**src/rtl/display_scan_ctrl_pkg.sv**
```systemverilog
// Shared constants and helpers for the four-digit seven-segment scan path.
package display_scan_ctrl_pkg;

  localparam int NUM_DIGITS = 4;
  localparam int DIGIT_W    = 4;
  localparam int SEL_W      = 2;
  localparam int VALUE_W    = NUM_DIGITS * DIGIT_W;

  localparam logic [NUM_DIGITS-1:0] AN_OFF = 4'b1111;

  typedef logic [SEL_W-1:0]   digit_idx_t;
  typedef logic [DIGIT_W-1:0] nibble_t;

  function automatic nibble_t get_nibble(input logic [VALUE_W-1:0] value,
                                         input digit_idx_t         idx);
    return value[idx*DIGIT_W +: DIGIT_W];
  endfunction

  function automatic logic [NUM_DIGITS-1:0] anode_on(input digit_idx_t idx);
    return ~(4'b0001 << idx);
  endfunction

endpackage

```
**src/rtl/display_scan_ctrl_scan_prescaler.sv**
```systemverilog
// Slot timing for the digit scan: slot counter, end-of-slot wrap and
// blanking-gap flag, all frozen while the scan is disabled.
module scan_prescaler #(
  parameter int PRESCALE     = 100000,
  parameter int BLANK_CYCLES = 1000,
  parameter int CNT_W        = $clog2(PRESCALE)
) (
  input  logic             clk,
  input  logic             rst_n,
  input  logic             i_enable,
  output logic [CNT_W-1:0] o_count,
  output logic             o_wrap,
  output logic             o_blank
);

  logic [CNT_W-1:0] r_count;
  logic             w_last;

  assign w_last  = (r_count == CNT_W'(PRESCALE - 1));
  assign o_wrap  = i_enable && w_last;
  assign o_blank = (BLANK_CYCLES != 0) && (int'(r_count) < BLANK_CYCLES);
  assign o_count = r_count;

  // Slot counter: 0 .. PRESCALE-1, holds while disabled
  always_ff @(posedge clk or negedge rst_n) begin
    if (!rst_n) begin
      r_count <= '0;
    end else if (i_enable) begin
      if (w_last) begin
        r_count <= '0;
      end else begin
        r_count <= r_count + CNT_W'(1);
      end
    end else begin
      r_count <= r_count;
    end
  end

endmodule

```
**src/rtl/display_scan_ctrl.sv**
```systemverilog
// Four-digit display scan controller: digit select, blanked anode drive and
// a valid/ready value path that only updates the display at frame boundaries.
module display_scan_ctrl
  import display_scan_ctrl_pkg::*;
#(
  parameter int PRESCALE     = 100000,
  parameter int BLANK_CYCLES = 1000
) (
  input  logic                  clk,
  input  logic                  rst_n,
  input  logic                  enable,
  input  logic [VALUE_W-1:0]    value_in,
  input  logic                  value_valid,
  output logic                  value_ready,
  output logic [SEL_W-1:0]      digit_sel,
  output logic [DIGIT_W-1:0]    digit_val,
  output logic [NUM_DIGITS-1:0] an_n,
  output logic                  frame_tick
);

  localparam int CNT_W = $clog2(PRESCALE);

  logic [CNT_W-1:0]      w_count;
  logic                  w_wrap;
  logic                  w_blank;
  logic                  w_boundary;
  logic                  w_frame_start;
  logic                  w_accept;

  digit_idx_t            r_dig;
  logic [VALUE_W-1:0]    r_display;
  logic [VALUE_W-1:0]    r_pending;
  logic                  r_ready;
  digit_idx_t            r_digit_sel;
  nibble_t               r_digit_val;
  logic [NUM_DIGITS-1:0] r_an_n;
  logic                  r_frame_tick;

  scan_prescaler #(
    .PRESCALE     (PRESCALE),
    .BLANK_CYCLES (BLANK_CYCLES),
    .CNT_W        (CNT_W)
  ) u_prescaler (
    .clk      (clk),
    .rst_n    (rst_n),
    .i_enable (enable),
    .o_count  (w_count),
    .o_wrap   (w_wrap),
    .o_blank  (w_blank)
  );

  assign w_boundary    = w_wrap && (r_dig == 2'd3);
  assign w_frame_start = enable && (w_count == '0) && (r_dig == 2'd0);
  // r_ready doubles as the inverted pending-full flag
  assign w_accept      = value_valid && r_ready;

  // Digit position, registered outputs and the pending/display value path
  always_ff @(posedge clk or negedge rst_n) begin
    if (!rst_n) begin
      r_dig        <= 2'd0;
      r_display    <= 16'h0000;
      r_pending    <= 16'h0000;
      r_ready      <= 1'b1;
      r_digit_sel  <= 2'd0;
      r_digit_val  <= 4'h0;
      r_an_n       <= AN_OFF;
      r_frame_tick <= 1'b0;
    end else begin
      if (w_wrap) begin
        r_dig <= r_dig + 2'd1;
      end else begin
        r_dig <= r_dig;
      end

      r_digit_sel  <= r_dig;
      r_digit_val  <= get_nibble(r_display, r_dig);
      r_an_n       <= (enable && !w_blank) ? anode_on(r_dig) : AN_OFF;
      r_frame_tick <= w_frame_start;

      // A fresh accept on the boundary cycle is not forwarded to the display
      if (w_boundary && !r_ready) begin
        r_display <= r_pending;
        r_ready   <= 1'b1;
      end else if (w_accept) begin
        r_pending <= value_in;
        r_ready   <= 1'b0;
      end else begin
        r_ready   <= r_ready;
      end
    end
  end

  assign value_ready = r_ready;
  assign digit_sel   = r_digit_sel;
  assign digit_val   = r_digit_val;
  assign an_n        = r_an_n;
  assign frame_tick  = r_frame_tick;

endmodule

```
**config.mk**
```make
export PLATFORM = sky130hd
export DESIGN_NAME = display_scan_ctrl
export DESIGN_NICKNAME = d
export VERILOG_FILES = /design/src/rtl/display_scan_ctrl_pkg.sv /design/src/rtl/display_scan_ctrl_scan_prescaler.sv /design/src/rtl/display_scan_ctrl.sv
export SDC_FILE = /design/constraint.sdc
export NUM_CORES = 1
export LEC_CHECK = 0
export ABC_AREA = 1
export CAP_MARGIN = 40
export CORE_AREA = 4 4 82 84
export CTS_BUF_LIST = sky130_fd_sc_hd__clkbuf_16
export CTS_CLUSTER_SIZE = 30
export DETAILED_ROUTE_END_ITERATION = 7
export DIE_AREA = 0 0 86 88
export GPL_ROUTABILITY_DRIVEN = 0
export GPL_TIMING_DRIVEN = 0
export MAX_ROUTING_LAYER = met4
export PLACE_DENSITY = 0.74
export REMOVE_ABC_BUFFERS = 1
export SYNTH_ARGS = -nofsm -noshare
export SYNTH_HDL_FRONTEND = slang
export SYNTH_HIERARCHICAL = 1
export SYNTH_SLANG_ARGS = --single-unit
```
**constraint.sdc**
```tcl
create_clock -name clk -period 1.7 [get_ports clk]
set_clock_uncertainty 0.1 [all_clocks]
set_input_delay 0.425 -clock clk [delete_from_list [all_inputs] [get_ports clk]]
set_output_delay 0.425 -clock clk [all_outputs]
set_load 0.02 [all_outputs]
```
==> summary.md, run 1 <==
| Metric | Value |
|---|---|
| CTS tree | `built` |
| Post-detail-place hpwl | `4090 um` |
| Worst skew pair latency | `0.32 ns` |
| Slew headroom | `51.3%` |
| Max VDD drop | `0.857 mV` |
| Yosys top cell area share | `48.6%` |
| Required @ worst endpoint | `1.85 ns` |
| Gr usage total | `20.7%` |
| Clock Pin Slew Worst Setup and Hold Paths | `0.05 ns` |
| Met2 wire len | `3320 um` |
| Crit end category | `flip-flop` |
| DR top layer | `met4` |
| Vias per inst | `5.43` |
| Combinational family with the most area after synthesis | `simple AND/OR/NAND/NOR gates` |
| Synth Area in XOR/XNOR | `1.76%` |
| Die X | `86 um` |
| Total grt overflow | `0` |
| Slew @ Worst Pin | `0.730 ns` |
| Hold-fix buffer count after cts | `0` |
| Mux contribution to synthesized area | `0%` |
| CTS Buffer Depth | `2` |
| F_max | `569 MHz` |
| Count of final setup violators | `17` |
| Unrepaired setup endpoints after global routing | `yes` |
| Starting DRT DRC Count | `273` |
| Adder-cell share of the synthesized area | `2.09%` |
| Fill cells | `457` |
| Max Slew Vio Count | `0` |
| Drt first pass iters | `5` |
| Yosys warns | `6` |
| WL per Instance | `14.7 um` |
| Synth Area per Inst | `8.78 sq um` |
| Sequential area share after synthesis | `53.0%` |
| Remaining DRCs | `0` |
| Synth Area in Simple Gates | `23.1%` |
| Final min period | `1.76 ns` |
| Finished Cell Area | `3960 sq um` |
| Die extent in y | `88 um` |
| CP Launch Type | `flip-flop` |
| Port bufs | `31` |
| WHS | `0.0642 ns` |
| Yosys top cell by area | `dfrtp_1` |
| Clk Tree Root Cell | `clkbuf_16` |
| Wl on met1 | `2960 um` |
| Vias in the first global route | `2533` |
| Top-Level Pins | `32` |
| Crit share post-route | `103%` |
| Synth Area in Compound Gates | `12.5%` |
| Violated checks | `setup timing` |
| Synth Register Bits | `63` |
| Leakage | `1.92 nW` |
| Largest net degree at the start of global routing | `33` |
| Final worst setup slack | `-0.0567 ns` |
| Main synth FF type | `dfrtp_1` |
| Synth Instances | `340` |
| Site row count | `28` |
| Placed Area | `3350 sq um` |
| Met3 Wirelength | `508 um` |
| Ys async rst share | `100%` |
| Post-Syn Area | `2990 sq um` |
| Worst min-delay path category | `input port to asynchronous set/reset pin` |
| Area grow syn2layout | `32.5%` |
| CP Class | `flip-flop to flip-flop` |
| Layout cell share with drive strength beyond 1 | `23.7%` |
| Final Hold Viols | `0` |
| Max Cap Violations | `0` |
| Top cells by area, synth | `dfrtp_1 (49%), nand2_1 (7.8%), nor2_1 (7.7%)` |
| Total clock sinks | `63` |
| Die ar. | `7570 sq um` |
| Most frequent cells in the layout | `nor2_1 (59), nand2_1 (55), dfrtp_1 (51), inv_1 (41)` |
| ANT nets after route | `0` |
| H-Tree Depth | `3` |
| Worst EP arrival | `1.90 ns` |
| Inserted Clock Buffers | `9` |
| Status | `finished with violations` |
| Pwr Density | `1120 nW/um^2` |
| TNS Setup | `-0.502 ns` |
| Crit path max fanout | `5` |
| Via count | `2604` |
| Initial Util | `50.4%` |
| Commonest non-fill, non-tap cell in the layout | `nor2_1` |
| Synth unique cells | `33` |
| Core area | `5920 sq um` |
| Nets | `425` |
| Antenna Cells | `0` |
| Initial antenna violation count | `0` |
| First-pass GRT wire length | `11700 um` |
| Core Util, Final | `66.8%` |
| Post-synth EDFFs | `0` |
| Routed wire length | `7070 um` |
-- stage by stage --
stage | power (mW) | setup WS [ns] | std cells
2_1_floorplan | 2.27 | -0.264 | 332
3_3_place_gp | 2.50 | -1.86 | 438
3_5_place_dp | 2.52 | -1.44 | 440
4_1_cts | 4.34 | -0.0738 | 473
5_1_grt | 4.63 | -0.121 | 480
6_report | 4.42 | -0.0567 | 480
-- metal layers --
layer	vias to the layer above	global-route usage, %
met4	0	11.2
met1	1212	25.0
met5	-	-
met2	130	31.9
li1	1221	-
met3	41	5.17
-- cell families after synthesis --
group,after synthesis
buffers and inverters,50
xor gates and xnor gates,6
and+or+nand+nor,159
adders and majority gates,5
AOI/OAI and AO/OA,57
DFF,63
-- layout make-up --
type / instances / area [sq um] / area share [%]
Multi-Input combinational cell: 230 / 1280 / 32.4
Clock inverter: 7 / 65.1 / 1.64
Timing Repair Buffer: 54 / 541 / 13.7
Tap cell: 75 / 93.8 / 2.37
Sequential cell: 63 / 1590 / 40.2
Inverter: 42 / 158 / 3.98
Clock buffer: 9 / 225 / 5.69
-- flip-flops by register name, summed over array words and instances, names as in the netlist --
signal / flops
r_dig: 2
r_pending: 16
digit_sel: 2
u_prescaler/o_count: 17
r_display: 16
frame_tick: 1
value_ready: 1
an_n: 4
digit_val: 4
-- cells in the mapped netlist (2+ instances only) --
cell,instances
o21ai_2,17
dfstp_2,5
o21ai_1,2
o22ai_1,4
o21ai_0,12
nand2_2,2
nor2_1,61
xor2_1,5
inv_1,41
o21bai_1,2
nand2_1,62
buf_2,3
nand3_1,17
ha_1,5
a21oi_1,16
dfrtp_1,58
buf_6,4
nor3_1,4
nand4_1,6
-- path summary, 6_finish.rpt --
path / from / to / slack [ns] / cells past startpoint
worst min register to register: r_display[4] / r_display[4] / 0.38 / 2
max in group asynchronous: rst_n / value_ready / 0.76 / 2
worst max register to register: u_prescaler/o_count[14] / r_display[5] / -0.06 / 9
min in group clk: enable / an_n[3] / 0.37 / 2
worst min-delay path: rst_n / u_prescaler/o_count[3] / 0.06 / 1
worst max-delay path: u_prescaler/o_count[14] / r_display[5] / -0.06 / 9
-- repair_timing --
item                       4_1_cts  5_1_grt
pin swaps                        5        4
gates resized for setup         37       13
setup endpoints to repair       42       26
setup buffers                   13        7
cloned                           4        0
-- critical path, cell delays in order, from the launching register on --
cell	delay [ns]
dfrtp_2	0.41
nor2_1	0.11
nand2_1	0.08
nor2_1	0.14
nand2_2	0.08
nor3_4	0.15
buf_12	0.15
nand3_4	0.14
buf_6	0.19
o21ai_2	0.12
-- report_power, final --
| group | total, mW | switching, mW | internal (mW) |
|---|---|---|---|
| sequential | 1.84 | 0.186 | 1.66 |
| combinational | 0.811 | 0.488 | 0.323 |
| clock | 1.76 | 0.641 | 1.12 |
| total | 4.42 | 1.31 | 3.10 |
(Power assumes the default switching activity.)
==> run 2: changes to the inputs <==
--- a/config.mk
+++ b/config.mk
@@ -7,15 +7,16 @@
 export LEC_CHECK = 0
 export ABC_AREA = 1
 export CAP_MARGIN = 40
-export CORE_AREA = 4 4 82 84
+export CORE_AREA = 4 4 79 81
 export CTS_BUF_LIST = sky130_fd_sc_hd__clkbuf_16
 export CTS_CLUSTER_SIZE = 30
 export DETAILED_ROUTE_END_ITERATION = 7
-export DIE_AREA = 0 0 86 88
+export DIE_AREA = 0 0 83 85
+export DONT_BUFFER_PORTS = 1
 export GPL_ROUTABILITY_DRIVEN = 0
 export GPL_TIMING_DRIVEN = 0
 export MAX_ROUTING_LAYER = met4
-export PLACE_DENSITY = 0.74
+export PLACE_DENSITY = 0.72
 export REMOVE_ABC_BUFFERS = 1
 export SYNTH_ARGS = -nofsm -noshare
 export SYNTH_HDL_FRONTEND = slang
==> run 2 against run 1 <==
Compared with the run above:
- worst hold slack got worse by 0.37 ns
- cell count fell by 7.5%
- via count fell by 8.5%
- routed wire length fell by 5.7%
- the flow finishes with violations (hold timing, setup timing)
- largest power group unchanged
- critical path type unchanged
==> summary.md, run 2 (synthesis results as in run 1) <==
| Metric | Value |
|---|---|
| Initial Util | `54.6% (was 50.4%)` |
| Largest net degree at the start of global routing | `64 (was 33)` |
| TNS Setup | `-1.31 ns (was -0.502 ns)` |
| Pwr Density | `1180 nW/um^2 (was 1120 nW/um^2)` |
| RR Startpoint | `u_prescaler/o_count[11] (was u_prescaler/o_count[14])` |
| Fill cells | `429 (was 457)` |
| Final min period | `1.80 ns (was 1.76 ns)` |
| ANT nets after route | `0 (unchanged)` |
| Starting DRT DRC Count | `255 (was 273)` |
| Slew @ Worst Pin | `0.447 ns (was 0.730 ns)` |
| Total clock sinks | `63 (unchanged)` |
| Crit path max fanout | `7 (was 5)` |
| CTS Buffer Depth | `2 (unchanged)` |
| Gr usage total | `20.8% (was 20.7%)` |
| Clock Pin Slew Worst Setup and Hold Paths | `0.06 ns (was 0.05 ns)` |
| Status | `finished with violations (unchanged)` |
| Antenna Cells | `0 (unchanged)` |
| R2R Setup Slk | `-0.10 ns (was -0.06 ns)` |
| Die ar. | `7060 sq um (was 7570 sq um)` |
| Vias per inst | `5.37 (was 5.43)` |
| Dpl cells | `405 (was 440)` |
| Drt first pass iters | `5 (unchanged)` |
| F_max | `555 MHz (was 569 MHz)` |
| Required @ worst endpoint | `1.85 ns (about the same)` |
| CTS tree | `built (unchanged)` |
| Max Slew Vio Count | `0 (unchanged)` |
| R2R depth | `9 (unchanged)` |
| CP Launch Type | `flip-flop (unchanged)` |
| WHS | `-0.307 ns (was 0.0642 ns)` |
| Nets | `392 (was 425)` |
| Clk Tree Root Cell | `clkbuf_16 (unchanged)` |
| Site row count | `27 (was 28)` |
| Worst min-delay path category | `input port to asynchronous set/reset pin (unchanged)` |
| Top-Level Pins | `32 (unchanged)` |
| FF-to-FF End | `r_display[6] (was r_display[5])` |
| Area grow syn2layout | `21.0% (was 32.5%)` |
| Worst skew pair latency | `0.33 ns (was 0.32 ns)` |
| Crit share post-route | `106% (was 103%)` |
| Crit end category | `flip-flop (unchanged)` |
| Max VDD drop | `0.622 mV (was 0.857 mV)` |
| Largest register FFs | `17 (unchanged)` |
| WL per Instance | `15.0 um (was 14.7 um)` |
| Commonest non-fill, non-tap cell in the layout | `nand2_1 (was nor2_1)` |
| Layout cell share with drive strength beyond 1 | `23.1% (was 23.7%)` |
| Slew headroom | `70.2% (was 51.3%)` |
| Core area | `5470 sq um (was 5920 sq um)` |
| Initial antenna violation count | `0 (unchanged)` |
| Port bufs | `0 (was 31)` |
| Inserted Clock Buffers | `9 (unchanged)` |
| Unrepaired setup endpoints after global routing | `yes (unchanged)` |
| First-pass GRT wire length | `11200 um (was 11700 um)` |
| Via count | `2383 (was 2604)` |
| Max Cap Violations | `0 (unchanged)` |
| Total grt overflow | `0 (unchanged)` |
| Vias in the first global route | `2352 (was 2533)` |
| Non-filler cells, final | `444 (was 480)` |
| Violated checks | `hold timing, setup timing (was setup timing)` |
| Count of final setup violators | `17 (unchanged)` |
| Most frequent cells in the layout | `nand2_1 (60), nor2_1 (57), dfrtp_1 (51), inv_1 (40) (was nor2_1 (59), nand2_1 (55), dfrtp_1 (51), inv_1 (41))` |
| Remaining DRCs | `0 (unchanged)` |
| Worst EP arrival | `1.95 ns (was 1.90 ns)` |
| H-Tree Depth | `3 (unchanged)` |
| Routed wire length | `6660 um (was 7070 um)` |
| Die X | `83 um (was 86 um)` |
| Core Util, Final | `66.0% (was 66.8%)` |
| Die extent in y | `85 um (was 88 um)` |
| CP Class | `flip-flop to flip-flop (unchanged)` |
| Post-detail-place hpwl | `3820 um (was 4090 um)` |
| Final worst setup slack | `-0.102 ns (was -0.0567 ns)` |
| Leakage | `1.76 nW (was 1.92 nW)` |
| Final Hold Viols | `63 (was 0)` |
==> run 2: cell count changes in the layout (fill, tap and decap cells not counted), moves of 2 or more <==
| cell | delta |
|---|---|
| nand2_2 | -5 |
| clkinv_1 | +2 |
| dlygate4sd2_1 | -7 |
| buf_2 | -2 |
| nand2_1 | +5 |
| buf_12 | -2 |
| nor2_1 | -2 |
| clkdlybuf4s15_1 | -4 |
| clkdlybuf4s50_1 | -17 |
| nor2_2 | +2 |
==> run 2: worst max path at each step <==
stage | startpoint | end | slack, ns | depth (start not counted)
5_1_grt | u_prescaler/o_count[14] | r_display[4] | -0.15 | 9
6_report | u_prescaler/o_count[11] | r_display[6] | -0.10 | 9
3_3_place_gp | u_prescaler/o_count[1] | r_display[12] | -0.62 | 8
3_5_place_dp | u_prescaler/o_count[1] | r_display[15] | -0.69 | 8
4_1_cts | u_prescaler/o_count[11] | r_display[7] | -0.03 | 9
2_1_floorplan | u_prescaler/o_count[1] | r_display[0] | -0.26 | 8
==> run 2: power by group <==
part	switching, mW	leakage (nW)	internal, mW
clock	0.642	0.140	1.12
combinational	0.391	0.876	0.253
sequential	0.214	0.742	1.66
total	1.25	1.76	3.03
==> run 2: timing repair <==
item,CTS,global route
gates resized for setup,13,10
buffers inserted,14,6
endpoints found under the hold margin,63,63
endpoints found under the setup margin,21,24
pin swaps,4,4
cloned,2,1
==> run 2: cell type report <==
type	count	area [sq um]	share of cell area, %
Sequential cell	63	1590	44.0
Multi-Input combinational cell	229	1260	35.0
Clock buffer	9	225	6.23
Timing Repair Buffer	22	223	6.16
Inverter	42	158	4.36
Tap cell	72	90.1	2.49
Clock inverter	7	63.8	1.77
==> run 2: per-stage QoR <==
stage,hold slack (ns),cell area [sq um],setup WS [ns],power [mW]
2_1_floorplan,0.0294,2920,-0.264,2.27
3_3_place_gp,0.0333,3010,-0.625,2.39
3_5_place_dp,0.0329,3020,-0.690,2.41
4_1_cts,-0.317,3520,-0.0256,4.25
5_1_grt,-0.320,3610,-0.147,4.49
6_report,-0.307,3610,-0.102,4.28
==> run 2: worst max-delay path, cell delays in order (launching register included) <==
cell and delay (ns):
dfrtp_2 0.44, nor2_2 0.11, nand2_1 0.10, nor2_2 0.16
nand2_2 0.08, nor3_4 0.16, buf_12 0.16, nand3_4 0.13
buf_12 0.18, o21ai_2 0.11
==> run 2: routing by layer <==
| metal | GRT usage, % | part of all wire, % | wire length (um) |
|---|---|---|---|
| met4 | 7.58 | 2.3 | 155 |
| met1 | 26.1 | 45 | 2970 |
| met2 | 33.0 | 48 | 3180 |
| met3 | 4.85 | 5.4 | 362 |
| met5 | - | 0 | 0 |
